`config.mk`:
```
export PLATFORM = sky130hd
export DESIGN_NAME = gpu_frame_reader
export DESIGN_NICKNAME = d
export VERILOG_FILES = /design/src/rtl/gpu_reader_pkg.sv /design/src/rtl/gpu_frame_reader_skid_fifo.sv /design/src/rtl/gpu_frame_reader.sv
export SDC_FILE = /design/constraint.sdc
export NUM_CORES = 1
export LEC_CHECK = 0
export CAP_MARGIN = 20
export CORE_AREA = 3 3 115 117
export DETAILED_ROUTE_END_ITERATION = 10
export DIE_AREA = 0 0 118 120
export MAX_ROUTING_LAYER = met4
export PLACE_DENSITY = 0.88
export SKIP_CTS_REPAIR_TIMING = 1
export SYNTH_ARGS = -nofsm -noshare
export SYNTH_HDL_FRONTEND = slang
export SYNTH_SLANG_ARGS = --single-unit
```
`constraint.sdc`:
```
create_clock -name clk -period 12.93 [get_ports clk]
set_input_delay 2.586 -clock clk [delete_from_list [all_inputs] [get_ports clk]]
set_output_delay 2.586 -clock clk [all_outputs]
set_load 0.01 [all_outputs]
```
`src/rtl/gpu_reader_pkg.sv`:
```
`default_nettype none
// ============================================================================
//  Module      : gpu_reader_pkg
//  Description : Shared types and constants for the GPU frame reader slice.
//  Revision    : 1.0 - initial release
// ============================================================================
package gpu_reader_pkg;

    // Frame-read control states
    typedef enum logic [1:0] {
        IDLE  = 2'd0,
        READ  = 2'd1,
        DRAIN = 2'd2
    } reader_state_t;

    // Skid FIFO geometry: two slots cover one entry in flight plus one held
    localparam int FIFO_DEPTH = 2;
    localparam int PIX_W      = 8;
    localparam int CNT_W      = 2;

endpackage : gpu_reader_pkg
`default_nettype wire

```
`src/rtl/gpu_frame_reader_skid_fifo.sv`:
```
`default_nettype none
// ============================================================================
//  Module      : pixel_skid_fifo
//  Description : 2-entry, 8-bit synchronous FIFO absorbing the memory read
//                latency. Head byte is presented combinationally from storage
//                so it stays stable until popped.
//  Revision    : 1.0 - initial release
// ============================================================================
module pixel_skid_fifo
    import gpu_reader_pkg::*;
(
    input  logic             clk,
    input  logic             rst,
    input  logic             push,
    input  logic [PIX_W-1:0] push_data,
    input  logic             pop,
    output logic [PIX_W-1:0] pop_data,
    output logic             full,
    output logic             empty,
    output logic [CNT_W-1:0] count
);

    logic [PIX_W-1:0] r_mem [FIFO_DEPTH];
    logic             r_wr_ptr;
    logic             r_rd_ptr;
    logic [CNT_W-1:0] r_count;
    logic             w_do_push;
    logic             w_do_pop;

    assign full     = (r_count == CNT_W'(FIFO_DEPTH));
    assign empty    = (r_count == '0);
    assign count    = r_count;
    assign pop_data = r_mem[r_rd_ptr];

    // A push into a full FIFO is only legal when the head leaves the same cycle
    assign w_do_pop  = pop && !empty;
    assign w_do_push = push && (!full || w_do_pop);

    // Storage, pointers and occupancy
    always_ff @(posedge clk or posedge rst) begin
        if (rst) begin
            for (int i = 0; i < FIFO_DEPTH; i++) begin
                r_mem[i] <= '0;
            end
            r_wr_ptr <= 1'b0;
            r_rd_ptr <= 1'b0;
            r_count  <= '0;
        end else begin
            if (w_do_push) begin
                r_mem[r_wr_ptr] <= push_data;
                r_wr_ptr        <= ~r_wr_ptr;
            end
            if (w_do_pop) begin
                r_rd_ptr <= ~r_rd_ptr;
            end
            case ({w_do_push, w_do_pop})
                2'b10:   r_count <= r_count + CNT_W'(1);
                2'b01:   r_count <= r_count - CNT_W'(1);
                default: r_count <= r_count;
            endcase
        end
    end

endmodule : pixel_skid_fifo
`default_nettype wire

```
`src/rtl/gpu_frame_reader.sv`:
```
`default_nettype none
// ============================================================================
//  Module      : gpu_frame_reader
//  Description : Read-side master for the 8-bit GPU memory port. Walks a
//                linear pixel range, captures the returned encrypted or
//                decrypted byte and streams it out under valid/ready with
//                x/y position and an end-of-frame pulse.
//  Revision    : 1.0 - initial release
// ============================================================================
module gpu_frame_reader
    import gpu_reader_pkg::*;
#(
    parameter int          IMG_W     = 256,
    parameter int          IMG_H     = 256,
    parameter logic [31:0] BASE_ADDR = 32'h0000_0000,
    parameter int          XY_W      = 16
) (
    input  logic             clk,
    input  logic             reset,
    input  logic             start,
    input  logic             image_select,
    output logic [31:0]      gpu_address,
    input  logic [7:0]       encrypted_gpu,
    input  logic [7:0]       decrypted_gpu,
    output logic [7:0]       pixel_data,
    output logic             pixel_valid,
    input  logic             pixel_ready,
    output logic [XY_W-1:0]  pixel_x,
    output logic [XY_W-1:0]  pixel_y,
    output logic             busy,
    output logic             frame_done
);

    localparam logic [31:0]     TOTAL  = 32'(IMG_W * IMG_H);
    localparam logic [XY_W-1:0] X_LAST = XY_W'(IMG_W - 1);
    localparam logic [XY_W-1:0] Y_LAST = XY_W'(IMG_H - 1);

    reader_state_t    r_state;
    logic [31:0]      r_issue_cnt;
    logic             r_inflight;
    logic             r_sel;

    logic             w_full;
    logic             w_empty;
    logic [CNT_W-1:0] w_count;
    logic             w_pop;
    logic [2:0]       w_credit;
    logic             w_issue;
    logic             w_last_issue;
    logic             w_drained;
    logic             w_start_accept;
    logic [7:0]       w_capture;

    assign pixel_valid = !w_empty;
    assign w_pop       = pixel_valid && pixel_ready;

    // Slots committed after this edge: a pop in the same cycle frees one,
    // which is what lets the stream run at one pixel per cycle.
    assign w_credit = {1'b0, w_count} + {2'b0, r_inflight} - {2'b0, w_pop};
    assign w_issue  = (r_state == READ) && (w_credit < 3'd2);

    assign w_last_issue = (r_issue_cnt == TOTAL - 32'd1);

    // Done when nothing is in flight and the FIFO is empty after this edge
    assign w_drained = !r_inflight && !w_full && (w_empty || w_pop);

    // A start coinciding with the end-of-frame pulse is deliberately dropped
    assign w_start_accept = (r_state == IDLE) && start && !frame_done;

    // Capture always follows the image chosen when the frame was started
    assign w_capture = r_sel ? decrypted_gpu : encrypted_gpu;

    pixel_skid_fifo u_fifo (
        .clk       (clk),
        .rst       (reset),
        .push      (r_inflight),
        .push_data (w_capture),
        .pop       (w_pop),
        .pop_data  (pixel_data),
        .full      (w_full),
        .empty     (w_empty),
        .count     (w_count)
    );

    // Frame control: state, read issue, address generation and busy flag
    always_ff @(posedge clk or posedge reset) begin
        if (reset) begin
            r_state     <= IDLE;
            r_issue_cnt <= '0;
            r_inflight  <= 1'b0;
            r_sel       <= 1'b0;
            busy        <= 1'b0;
            gpu_address <= BASE_ADDR;
        end else begin
            // The address present during an issuing cycle returns next cycle
            r_inflight <= w_issue;
            case (r_state)
                IDLE: begin
                    if (w_start_accept) begin
                        r_sel       <= image_select;
                        r_issue_cnt <= '0;
                        gpu_address <= BASE_ADDR;
                        busy        <= 1'b1;
                        r_state     <= READ;
                    end
                end
                READ: begin
                    if (w_issue) begin
                        r_issue_cnt <= r_issue_cnt + 32'd1;
                        if (w_last_issue) begin
                            // Address stays on the final pixel of the frame
                            r_state <= DRAIN;
                        end else begin
                            gpu_address <= BASE_ADDR + r_issue_cnt + 32'd1;
                        end
                    end
                end
                DRAIN: begin
                    if (w_drained) begin
                        busy    <= 1'b0;
                        r_state <= IDLE;
                    end
                end
                default: begin
                    r_state <= IDLE;
                end
            endcase
        end
    end

    // Output-side pixel position and end-of-frame pulse
    always_ff @(posedge clk or posedge reset) begin
        if (reset) begin
            pixel_x    <= '0;
            pixel_y    <= '0;
            frame_done <= 1'b0;
        end else begin
            frame_done <= 1'b0;
            if (w_start_accept) begin
                pixel_x <= '0;
                pixel_y <= '0;
            end else if (w_pop) begin
                if (pixel_x == X_LAST) begin
                    pixel_x <= '0;
                    if (pixel_y == Y_LAST) begin
                        pixel_y    <= '0;
                        frame_done <= 1'b1;
                    end else begin
                        pixel_y <= pixel_y + XY_W'(1);
                    end
                end else begin
                    pixel_x <= pixel_x + XY_W'(1);
                end
            end
        end
    end

endmodule : gpu_frame_reader
`default_nettype wire
```
==> insert_results.sql, run 1 <==
INSERT INTO impl_metrics (metric_group, metric, value, unit) VALUES
('final_layout', 'postLayoutCoreUtil', '64.5', '%'),
('detailed_routing', 'ant_nets', '0', ''),
('timing', 'max_clock_freq', '0.174', 'GHz'),
('placement', 'dp.cells', '900', ''),
('synthesis', 'register_bit_total_from_synthesis', '122', ''),
('timing', 'slew_headroom', '24.2', '%'),
('timing', 'report.final.hold_viol_count', '0', ''),
('setup_path', 'timing.critical_path.cells', 'clkdlybuf4s50_1, inv_1, nor2_1, o21ai_0, fa_1, xnor2_1, nand3_1, a31o_2, or3_1, o21ai_0', ''),
('setup_path', 'worst-path-stages', '10', ''),
('global_routing', 'grt_use_met2', '37.1', '%'),
('global_routing', 'antenna_violations_before_repair', '0', ''),
('global_routing', 'grt_max_degree', '67', ''),
('setup_path', 'timing.critical_path.required', '13.26', 'ns'),
('synthesis', 'synth_seq_area_share', '47.9', '%'),
('cts', 'cts_tree', 'done', ''),
('setup_path', 'path_common_cell', 'sky130_fd_sc_hd__o21ai_0', ''),
('cts', 'clockRootBuffer', 'sky130_fd_sc_hd__clkbuf_16', ''),
('setup_path', 'critPathArrivalTime', '6.09', 'ns'),
('synthesis', 'synth_ff_type', 'sky130_fd_sc_hd__dfrtp_1', ''),
('final_layout', 'layout_commonest_cell', 'sky130_fd_sc_hd__dfrtp_1', ''),
('global_routing', 'first_pass_grt_wire_length', '26.2', 'mm'),
('global_routing', 'grt_use_total', '23.2', '%'),
('synthesis', 'synthesis.nets', '693', ''),
('die', 'die_height', '120', 'µm'),
('die', 'core_footprint', '12500', 'µm²'),
('synthesis', 'synth_area', '6380', 'µm²'),
('synthesis', 'synthesis.instances', '667', ''),
('synthesis', 'synth-edff-count', '0', ''),
('die', 'i_o_pin_count', '96', ''),
('status', 'run_status', 'finished, final reports clean', ''),
('final_layout', 'diodes', '0', ''),
('final_layout', 'synthToLayoutAreaGrowth', '26.1', '%'),
('die', 'die_x', '118', 'µm'),
('timing', 'fin_max_slew_vios', '0', ''),
('timing', 'final.period_utilization', '44.6', '%'),
('timing', 'worst_clock_skew', '0.00544', 'ns'),
('placement', 'io_buffer_count', '95', ''),
('hold_path', 'worstHoldPathType', 'flip-flop to flip-flop', ''),
('final_layout', 'stdcell_count', '934', ''),
('synthesis', 'synthDistinctLibCells', '57', ''),
('final_layout', 'fillCellCount', '949', ''),
('final_layout', 'leading_cell_types_in_the_layout_fill_and_taps_excluded', '122 x sky130_fd_sc_hd__dfrtp_1, 95 x sky130_fd_sc_hd__clkdlybuf4s50_1, 64 x sky130_fd_sc_hd__nand2_1', ''),
('hold_path', 'hold-path-cell-count', '2', ''),
('final_layout', 'drive_gt1_share', '8.40', '%'),
('setup_path', 'critical_path.startpoint_type', 'primary input', ''),
('timing', 'timing.final.ws_setup', '7.17', 'ns'),
('setup_path', 'setup.worst_path.end_class', 'flip-flop', ''),
('global_routing', 'grt_busiest_layer', 'met2', ''),
('detailed_routing', 'vias_per_cell', '5.93', ''),
('detailed_routing', 'dr.pass1.iters', '5', ''),
('timing', 'finalSetupTns', '0', 'ns'),
('synthesis', 'avg_synthesized_cell_area', '9.56', 'µm²'),
('synthesis', 'async_flop_share', '100', '%'),
('timing', 'grt_setup_unrepaired', 'no', ''),
('cts', 'cts.path.max_buffers', '2', ''),
('synthesis', 'synth-warning-count', '0', ''),
('run', 'timing.max_cap.violations', '0', ''),
('placement', 'dp_hpwl', '10.7', 'mm'),
('pwr', 'power-per-cell-area', '199', 'nW/µm²'),
('timing', 'fin_hold_ws', '0.473', 'ns'),
('cts', 'clock_latency', '0.41', 'ns'),
('detailed_routing', 'route.detailed.wl_per_inst', '16.9', 'µm'),
('final_layout', 'layout.nets', '775', ''),
('placement', 'gpl.final_weighted_congestion', '0.924', ''),
('setup_path', 'timing.critical_path.slowest_stage_cell', 'sky130_fd_sc_hd__a31o_2', ''),
('setup_path', 'worst_path_largest_cell_delay', '0.68', 'ns'),
('detailed_routing', 'vias', '5539', ''),
('timing', 'setup_viol', '0', ''),
('setup_path', 'crit_fanout', '35', ''),
('cts', 'numCtsBuffers', '17', ''),
('final_layout', 'multiInputGateArea', '3100', 'µm²');
-- registers in the layout, indices dropped and copies added, names as in the netlist --
register and flops:
u_fifo.r_rd_ptr 1, r_state 2, frame_done 1, gpu_address 32, pixel_x 16, u_fifo.r_mem 16, r_sel 1, busy 1
u_fifo.count 2, r_issue_cnt 32, pixel_y 16, r_inflight 1, u_fifo.r_wr_ptr 1
-- cell families after synthesis --
family / share of synthesized area (%)
mux: 3.67
compound gates: 14.4
simple gates: 22.7
fa+ha+maj: 1.10
buf+inv: 3.63
flops: 47.9
xor+xnor: 6.59
-- worst register-to-register path: cells and delay by family, from the launching register on --
kind            cells  cell delay [ns]
xor+xnor            1             0.27
flops               1             0.46
simple gates        4             1.44
fa+ha+maj           1             0.40
compound gates      3             0.94
-- cells in the mapped netlist (3+ instances only) --
cell                        count  area (µm²)
sky130_fd_sc_hd__dfrtp_1      122        3050
sky130_fd_sc_hd__nand2_1       64         240
sky130_fd_sc_hd__nand3_1       48         240
sky130_fd_sc_hd__o21ai_0       47         235
sky130_fd_sc_hd__nor2_1        45         169
sky130_fd_sc_hd__a21oi_1       34         170
sky130_fd_sc_hd__xnor2_1       29         254
sky130_fd_sc_hd__o31ai_1       25         188
sky130_fd_sc_hd__clkbuf_1      22        82.6
sky130_fd_sc_hd__xor2_1        19         166
sky130_fd_sc_hd__inv_1         17        63.8
sky130_fd_sc_hd__a31oi_1       15        93.8
sky130_fd_sc_hd__nand4_1       15        93.8
sky130_fd_sc_hd__nor3_1        14        70.1
sky130_fd_sc_hd__nor4_1        13        81.3
sky130_fd_sc_hd__buf_2         11        55.1
sky130_fd_sc_hd__mux2_2        11         124
sky130_fd_sc_hd__mux2i_1       11         110
sky130_fd_sc_hd__or4_1         11        82.6
sky130_fd_sc_hd__and3_1        10        62.6
sky130_fd_sc_hd__or3_1          9        56.3
sky130_fd_sc_hd__and4_1         7        61.3
sky130_fd_sc_hd__a22o_1         6        52.6
sky130_fd_sc_hd__o2bb2ai_1      6        52.6
sky130_fd_sc_hd__nand2b_1       5        31.3
sky130_fd_sc_hd__ha_1           4        50.1
sky130_fd_sc_hd__a21o_1         3        22.5
sky130_fd_sc_hd__o21ai_1        3        15.0
sky130_fd_sc_hd__or2_2          3        18.8
-- path summary, 6_finish.rpt --
path	slack (ns)	start	to
worst min-delay path	0.47	u_fifo.r_mem[1]$_DFFE_PP0P_	u_fifo.r_mem[1]$_DFFE_PP0P_
min in group asynchronous	2.64	reset	u_fifo.r_mem[8]$_DFFE_PP0P_
worst max-delay path	7.17	pixel_ready	r_issue_cnt[21]$_DFFE_PP0P_
worst min register to register	0.47	u_fifo.r_mem[1]$_DFFE_PP0P_	u_fifo.r_mem[1]$_DFFE_PP0P_
max in group asynchronous	8.99	reset	r_issue_cnt[7]$_DFFE_PP0P_
worst max register to register	9.34	u_fifo.count[0]$_DFFE_PP0P_	r_issue_cnt[21]$_DFFE_PP0P_
-- cell type report --
type	count	share of cell area, %
clock inverters	8	1.77
inverters	18	0.871
multi-input cells	490	38.6
well taps	172	2.68
clock buffers	24	5.74
repair buffers	100	12.4
flip-flops and latches	122	38.0
-- metrics by stage --
step           area (µm²)  power, mW
6_report             8040       1.60
5_1_grt              8040       1.69
4_1_cts              8020       1.59
3_5_place_dp         7420       1.09
3_3_place_gp         7420       1.07
2_1_floorplan        6380      0.892
-- per-layer routing --
layer | up-vias | part of all wire [%]
met5 | - | 0
met3 | 26 | 5.7
li1 | 2595 | -
met1 | 2714 | 43
met4 | 0 | 1.7
met2 | 204 | 50
-- where the power goes --
group	total, mW	switching [mW]	leakage, nW	internal [mW]
Sequential	0.520	0.0667	1.60	0.454
Clock	0.488	0.161	0.292	0.326
Combinational	0.590	0.357	1.41	0.233
Power figures use the tool's default switching activity.
==> inputs of run 2 (changes only) <==
- clock period: 12.93 -> 5.63 ns (I/O delays scaled with it)
==> insert_results.sql, run 2 (same netlist as run 1, synthesis figures left out) <==
INSERT INTO impl_metrics (metric_group, metric, value, unit) VALUES
('hold_path', 'worstHoldPathType', 'flip-flop to flip-flop', ''),
('cts', 'cts_tree', 'done', ''),
('timing', 'report.final.hold_viol_count', '0', ''),
('setup_path', 'r2r_slack', '2.04', 'ns'),
('detailed_routing', 'drt-initial-drc-count', '676', ''),
('setup_path', 'timing.critical_path.slowest_stage_cell', 'sky130_fd_sc_hd__clkdlybuf4s50_1', ''),
('placement', 'io_buffer_count', '95', ''),
('detailed_routing', 'wl', '17.1', 'mm'),
('detailed_routing', 'ant_nets', '0', ''),
('timing', 'setup_viol', '0', ''),
('die', 'full_die_area', '14200', 'µm²'),
('timing', 'fin_max_slew_vios', '0', ''),
('die', 'die_height', '120', 'µm'),
('setup_path', 'timing.critical_path.cells', 'clkdlybuf4s50_1, inv_1, nor2_1, o21ai_0, fa_1, xnor2_1, nand3_1, a31oi_2, nor2_2, buf_4, o31ai_1', ''),
('cts', 'clock_latency', '0.43', 'ns'),
('cts', 'numCtsBuffers', '17', ''),
('cts', 'h-tree-depth', '4', ''),
('global_routing', 'grt_overflow', '0', ''),
('final_layout', 'drive_gt1_share', '9.42', '%'),
('timing', 'slew_headroom', '28.3', '%'),
('hold_path', 'whs_endpoint', 'u_fifo.r_mem[2]$_DFFE_PP0P_', ''),
('status', 'run_status', 'finished, final reports clean', ''),
('final_layout', 'diodes', '0', ''),
('timing', 'worst_pin_slew', '1.07', 'ns'),
('pwr', 'power-per-cell-area', '460', 'nW/µm²'),
('global_routing', 'first_pass_grt_wire_length', '28.3', 'mm'),
('global_routing', 'grt_use_total', '25.1', '%'),
('setup_path', 'timing.setup.critical_path_class', 'primary input to flip-flop', ''),
('setup_path', 'timing.critical_path.required', '5.93', 'ns'),
('global_routing', 'grt_max_degree', '62', ''),
('pwr', 'vdd_ir_drop_max', '207', 'µV'),
('global_routing', 'antenna_violations_before_repair', '0', ''),
('final_layout', 'layout_commonest_cell', 'sky130_fd_sc_hd__dfrtp_1', ''),
('setup_path', 'critical_path.startpoint_type', 'primary input', ''),
('placement', 'dp_hpwl', '11.2', 'mm'),
('final_layout', 'fillCellCount', '946', ''),
('final_layout', 'synthToLayoutAreaGrowth', '26.5', '%'),
('timing', 'finalSetupTns', '0', 'ns'),
('placement', 'gpl.final_weighted_congestion', '0.925', ''),
('die', 'die_x', '118', 'µm'),
('setup_path', 'critPathArrivalTime', '4.60', 'ns'),
('pwr', 'cellLeakagePower', '3.32', 'nW'),
('setup_path', 'setup.worst_path.end_class', 'flip-flop', ''),
('detailed_routing', 'vias', '5784', ''),
('setup_path', 'critical-path-top-delay-family', 'buffers and inverters', ''),
('die', 'start_util', '51.1', '%'),
('cts', 'cts_sinks', '122', ''),
('setup_path', 'worst_r2r_endpoint', 'gpu_address[2]$_DFFE_PP0P_', ''),
('timing', 'final.min_clock_period', '4.29', 'ns'),
('global_routing', 'first_global_vias', '5827', ''),
('timing', 'max_clock_freq', '0.233', 'GHz'),
('die', 'i_o_pin_count', '96', ''),
('pwr', 'p_total', '3.71', 'mW'),
('hold_path', 'hold-path-cell-count', '2', ''),
('detailed_routing', 'dr.pass1.iters', '6', ''),
('hold_path', 'hp-start', 'u_fifo.r_mem[2]$_DFFE_PP0P_', ''),
('setup_path', 'critical_path.n_buffers_inverters', '3', ''),
('timing', 'worst_clock_skew', '0.0102', 'ns'),
('setup_path', 'crit_fanout', '16', ''),
('setup_path', 'worst_path_largest_cell_delay', '0.60', 'ns'),
('setup_path', 'reg2regPathDepth', '10', ''),
('run', 'timing.max_cap.violations', '0', ''),
('final_layout', 'leading_cell_types_in_the_layout_fill_and_taps_excluded', '122 x sky130_fd_sc_hd__dfrtp_1, 95 x sky130_fd_sc_hd__clkdlybuf4s50_1, 64 x sky130_fd_sc_hd__nand2_1', ''),
('die', 'rows', '41', ''),
('final_layout', 'layout.nets', '777', ''),
('detailed_routing', 'vias_per_cell', '6.18', ''),
('cts', 'cts.path.max_buffers', '2', ''),
('timing', 'grt_setup_unrepaired', 'no', ''),
('setup_path', 'regToRegStartpoint', 'u_fifo.count[0]$_DFFE_PP0P_', ''),
('die', 'core_footprint', '12500', 'µm²'),
('detailed_routing', 'route.detailed.wl_per_inst', '18.3', 'µm'),
('timing', 'final.period_utilization', '76.3', '%'),
('timing', 'fin_hold_ws', '0.480', 'ns'),
('final_layout', 'largest_registers', 'gpu_address (32), r_issue_cnt (32)', ''),
('cts', 'path_clk_slew', '0.06', 'ns'),
('detailed_routing', 'drt_drc_violations_left', '0', ''),
('cts', 'clockRootBuffer', 'sky130_fd_sc_hd__clkbuf_16', '');
[run 2: changes by cell type in the layout (fill, tap and decap cells not counted)]
cell / before / now
sky130_fd_sc_hd__buf_2: 0 / 1
sky130_fd_sc_hd__buf_4: 4 / 6
sky130_fd_sc_hd__clkinvlp_4: 1 / 3
sky130_fd_sc_hd__clkbuf_8: 1 / 4
sky130_fd_sc_hd__bufinv_16: 4 / 3
sky130_fd_sc_hd__inv_6: 0 / 1
sky130_fd_sc_hd__clkinv_2: 3 / 4
sky130_fd_sc_hd__clkbuf_1: 6 / 0
sky130_fd_sc_hd__buf_8: 1 / 0
[run 2: layer usage]
layer / track usage [%] / part of all wire, %
met4: 10.5 / 2.8
met1: 30.5 / 41
met3: 6.03 / 7.1
met5: - / 0
met2: 40.6 / 49
[run 2: worst register-to-register path: cells and delay by family (launching register included)]
family	cells	cell delay [ns]
DFF	1	0.46
buffers and inverters	1	0.31
xor gates and xnor gates	1	0.27
AOI/OAI and AO/OA	3	0.86
adders and majority gates	1	0.39
and+or+nand+nor	4	1.19
[run 2: stage by stage]
stage | utilization, % | cells | setup WS (ns) | instance area (µm²)
final | 64.7 | 936 | 1.34 | 8070
after global routing | 64.7 | 936 | 1.10 | 8070
after CTS | 64.6 | 934 | 1.37 | 8050
after detailed placement | 59.6 | 902 | 0.990 | 7430
after global placement | 59.6 | 902 | 1.15 | 7430
after floorplan | - | 667 | 1.26 | 6380
[run 2: area by class of cell]
type	count	area (µm²)	area share [%]
well taps	172	215	2.67
repair buffers	102	1000	12.4
clock inverters	11	141	1.75
flip-flops and latches	122	3050	37.9
inverters	18	70.1	0.869
clock buffers	21	480	5.96
multi-input cells	490	3100	38.5
[run 2: where the power goes]
group / total, mW / leakage [nW] / internal, mW / switching, mW
logic: 1.37 / 1.41 / 0.526 / 0.844
clock network: 1.14 / 0.301 / 0.740 / 0.402
registers: 1.20 / 1.60 / 1.04 / 0.157
total: 3.71 / 3.32 / 2.31 / 1.40
[run 2: worst max path at each step]
stage / to / slack [ns] / from / cells after the start
floorplan: busy$_DFFE_PP0P_ / 1.26 / reset / 1
global placement: r_issue_cnt[24]$_DFFE_PP0P_ / 1.15 / pixel_ready / 10
detailed placement: gpu_address[2]$_DFFE_PP0P_ / 0.99 / pixel_ready / 11
CTS: gpu_address[2]$_DFFE_PP0P_ / 1.37 / pixel_ready / 11
global route: gpu_address[2]$_DFFE_PP0P_ / 1.10 / pixel_ready / 11
finish: gpu_address[2]$_DFFE_PP0P_ / 1.34 / pixel_ready / 11
==> inputs of run 3 (changes only) <==
- CORE_AREA: 3 3 115 117 -> 3 3 119 121
- DIE_AREA: 0 0 118 120 -> 0 0 122 124
- PLACE_DENSITY: 0.88 -> 0.87
- clock period: 5.63 -> 3.8 ns (I/O delays scaled with it)
==> insert_results.sql, run 3 (same netlist as run 1, synthesis figures left out) <==
INSERT INTO impl_metrics (metric_group, metric, value, unit) VALUES
('die', 'start_util', '48.3', '%'),
('pwr', 'cellLeakagePower', '3.32', 'nW'),
('detailed_routing', 'vias', '5485', ''),
('global_routing', 'grt_use_total', '22.2', '%'),
('final_layout', 'final-seq-area', '3050', 'µm²'),
('final_layout', 'drive_gt1_share', '8.97', '%'),
('die', 'core_footprint', '13200', 'µm²'),
('final_layout', 'multiInputGateArea', '3100', 'µm²'),
('setup_path', 'timing.critical_path.slowest_stage_cell', 'sky130_fd_sc_hd__clkdlybuf4s50_1', ''),
('placement', 'pre_cts_ws', '-0.0707', 'ns'),
('cts', 'clock_latency', '0.42', 'ns'),
('timing', 'finalSetupTns', '0', 'ns'),
('global_routing', 'first_global_vias', '5158', ''),
('setup_path', 'critPathArrivalTime', '3.54', 'ns'),
('global_routing', 'grt_max_degree', '54', ''),
('cts', 'numCtsBuffers', '17', ''),
('final_layout', 'layout.nets', '784', ''),
('timing', 'report.final.hold_viol_count', '0', ''),
('die', 'die_height', '124', 'µm'),
('cts', 'cts.path.max_buffers', '2', ''),
('cts', 'h-tree-depth', '4', ''),
('timing', 'max_clock_freq', '0.315', 'GHz'),
('pwr', 'power-per-cell-area', '664', 'nW/µm²'),
('setup_path', 'timing.critical_path.cells', 'clkdlybuf4s50_1, inv_1, nor2_1, o21ai_0, fa_1, xnor2_1, nand3_1, a31o_2, buf_4, nor3_1, a21o_1', ''),
('final_layout', 'layout_commonest_cell', 'sky130_fd_sc_hd__dfrtp_1', ''),
('setup_path', 'critical_path.startpoint_type', 'primary input', ''),
('timing', 'setup_viol', '0', ''),
('run', 'timing.max_cap.violations', '0', ''),
('final_layout', 'diodes', '0', ''),
('timing', 'worst_pin_slew', '1.03', 'ns'),
('final_layout', 'largest_registers', 'gpu_address (32), r_issue_cnt (32)', ''),
('timing', 'fin_max_slew_vios', '0', ''),
('pwr', 'p_total', '5.35', 'mW'),
('final_layout', 'fin_area', '8060', 'µm²'),
('die', 'rows', '42', ''),
('timing', 'fin_hold_ws', '0.472', 'ns'),
('detailed_routing', 'vias_per_cell', '5.80', ''),
('final_layout', 'fillCellCount', '1052', ''),
('final_layout', 'synthToLayoutAreaGrowth', '26.4', '%'),
('pwr', 'vdd_ir_drop_max', '510', 'µV'),
('cts', 'clockRootBuffer', 'sky130_fd_sc_hd__clkbuf_16', ''),
('detailed_routing', 'drt-initial-drc-count', '463', ''),
('setup_path', 'timing.setup.critical_path_class', 'primary input to flip-flop', ''),
('timing', 'grt_setup_unrepaired', 'no', ''),
('detailed_routing', 'drt_drc_violations_left', '0', ''),
('global_routing', 'antenna_violations_before_repair', '0', ''),
('global_routing', 'first_pass_grt_wire_length', '26.1', 'mm'),
('cts', 'cts_sinks', '122', ''),
('setup_path', 'worst_path_largest_cell_delay', '0.50', 'ns'),
('final_layout', 'stdcell_count', '945', ''),
('placement', 'io_buffer_count', '95', ''),
('hold_path', 'worstHoldPathType', 'flip-flop to flip-flop', ''),
('timing', 'final.min_clock_period', '3.18', 'ns'),
('status', 'run_status', 'finished, final reports clean', ''),
('final_layout', 'leading_cell_types_in_the_layout_fill_and_taps_excluded', '122 x sky130_fd_sc_hd__dfrtp_1, 95 x sky130_fd_sc_hd__clkdlybuf4s50_1, 64 x sky130_fd_sc_hd__nand2_1', ''),
('setup_path', 'timing.critical_path.required', '4.16', 'ns'),
('die', 'die_x', '122', 'µm'),
('setup_path', 'setup.worst_path.end_class', 'flip-flop', ''),
('detailed_routing', 'ant_nets', '0', ''),
('detailed_routing', 'dr.pass1.iters', '5', ''),
('timing', 'worst_clock_skew', '0.00626', 'ns'),
('timing', 'timing.final.ws_setup', '0.622', 'ns'),
('cts', 'cts_tree', 'done', ''),
('setup_path', 'crit_fanout', '24', ''),
('die', 'full_die_area', '15100', 'µm²'),
('timing', 'final.period_utilization', '83.6', '%'),
('detailed_routing', 'route.detailed.wl_per_inst', '16.7', 'µm'),
('detailed_routing', 'wl', '15.8', 'mm'),
('timing', 'slew_headroom', '31.0', '%'),
('placement', 'gpl.final_weighted_congestion', '0.910', ''),
('final_layout', 'postLayoutCoreUtil', '61.1', '%'),
('placement', 'dp_hpwl', '10.7', 'mm'),
('die', 'i_o_pin_count', '96', ''),
('placement', 'postPlaceCellArea', '7500', 'µm²'),
('cts', 'path_clk_slew', '0.05', 'ns'),
('placement', 'dp.cells', '913', ''),
('global_routing', 'grt_overflow', '0', '');
-- run 3: cell types whose count changed in the layout (fill, tap and decap cells not counted), sizes merged --
cell      before  now
buf            7   14
clkinvlp       3    1
clkbuf        21   28
bufinv         3    1
clkinv         5    2
inv           18   16
-- run 3: layout make-up --
| type | instances | area share [%] |
|---|---|---|
| clock buffers | 28 | 6.29 |
| well taps | 176 | 2.73 |
| inverters | 18 | 0.885 |
| clock inverters | 2 | 0.435 |
| repair buffers | 109 | 13.3 |
| multi-input cells | 490 | 38.4 |
| flip-flops and latches | 122 | 37.9 |
-- run 3: worst paths after layout --
check	from	end	slack [ns]	depth (start not counted)
max	pixel_ready	r_issue_cnt[19]$_DFFE_PP0P_	0.62	11
min reg2reg	u_fifo.r_mem[6]$_DFFE_PP0P_	u_fifo.r_mem[6]$_DFFE_PP0P_	0.47	2
max reg2reg	u_fifo.count[0]$_DFFE_PP0P_	r_issue_cnt[19]$_DFFE_PP0P_	0.84	10
max in group asynchronous	reset	r_issue_cnt[29]$_DFFE_PP0P_	2.36	3
min in group asynchronous	reset	u_fifo.r_mem[0]$_DFFE_PP0P_	0.74	2
min	u_fifo.r_mem[6]$_DFFE_PP0P_	u_fifo.r_mem[6]$_DFFE_PP0P_	0.47	2
-- run 3: metal layers --
metal  share of wire, %  track usage (%)  routed length [µm]
met5                  0                -                   0
met4                1.4             8.47                 217
met1                 45             30.3                7120
met3                5.9             3.91                 930
met2                 48             33.5                7560
-- run 3: worst max-delay path: cells and delay by family --
family / cells / cell delay [ns]
AND/OR/NAND/NOR: 3 / 0.62
XOR/XNOR: 1 / 0.26
adder cells (fa/ha/maj): 1 / 0.40
AO/OA/AOI/OAI: 3 / 0.70
buffers and inverters: 3 / 0.80
-- run 3: where the power goes --
part	switching, mW	leakage (nW)	total, mW	internal (mW)
Combinational	1.23	1.45	2.08	0.848
Clock	0.533	0.265	1.49	0.960
Sequential	0.232	1.60	1.78	1.54
Total	2.00	3.32	5.35	3.35
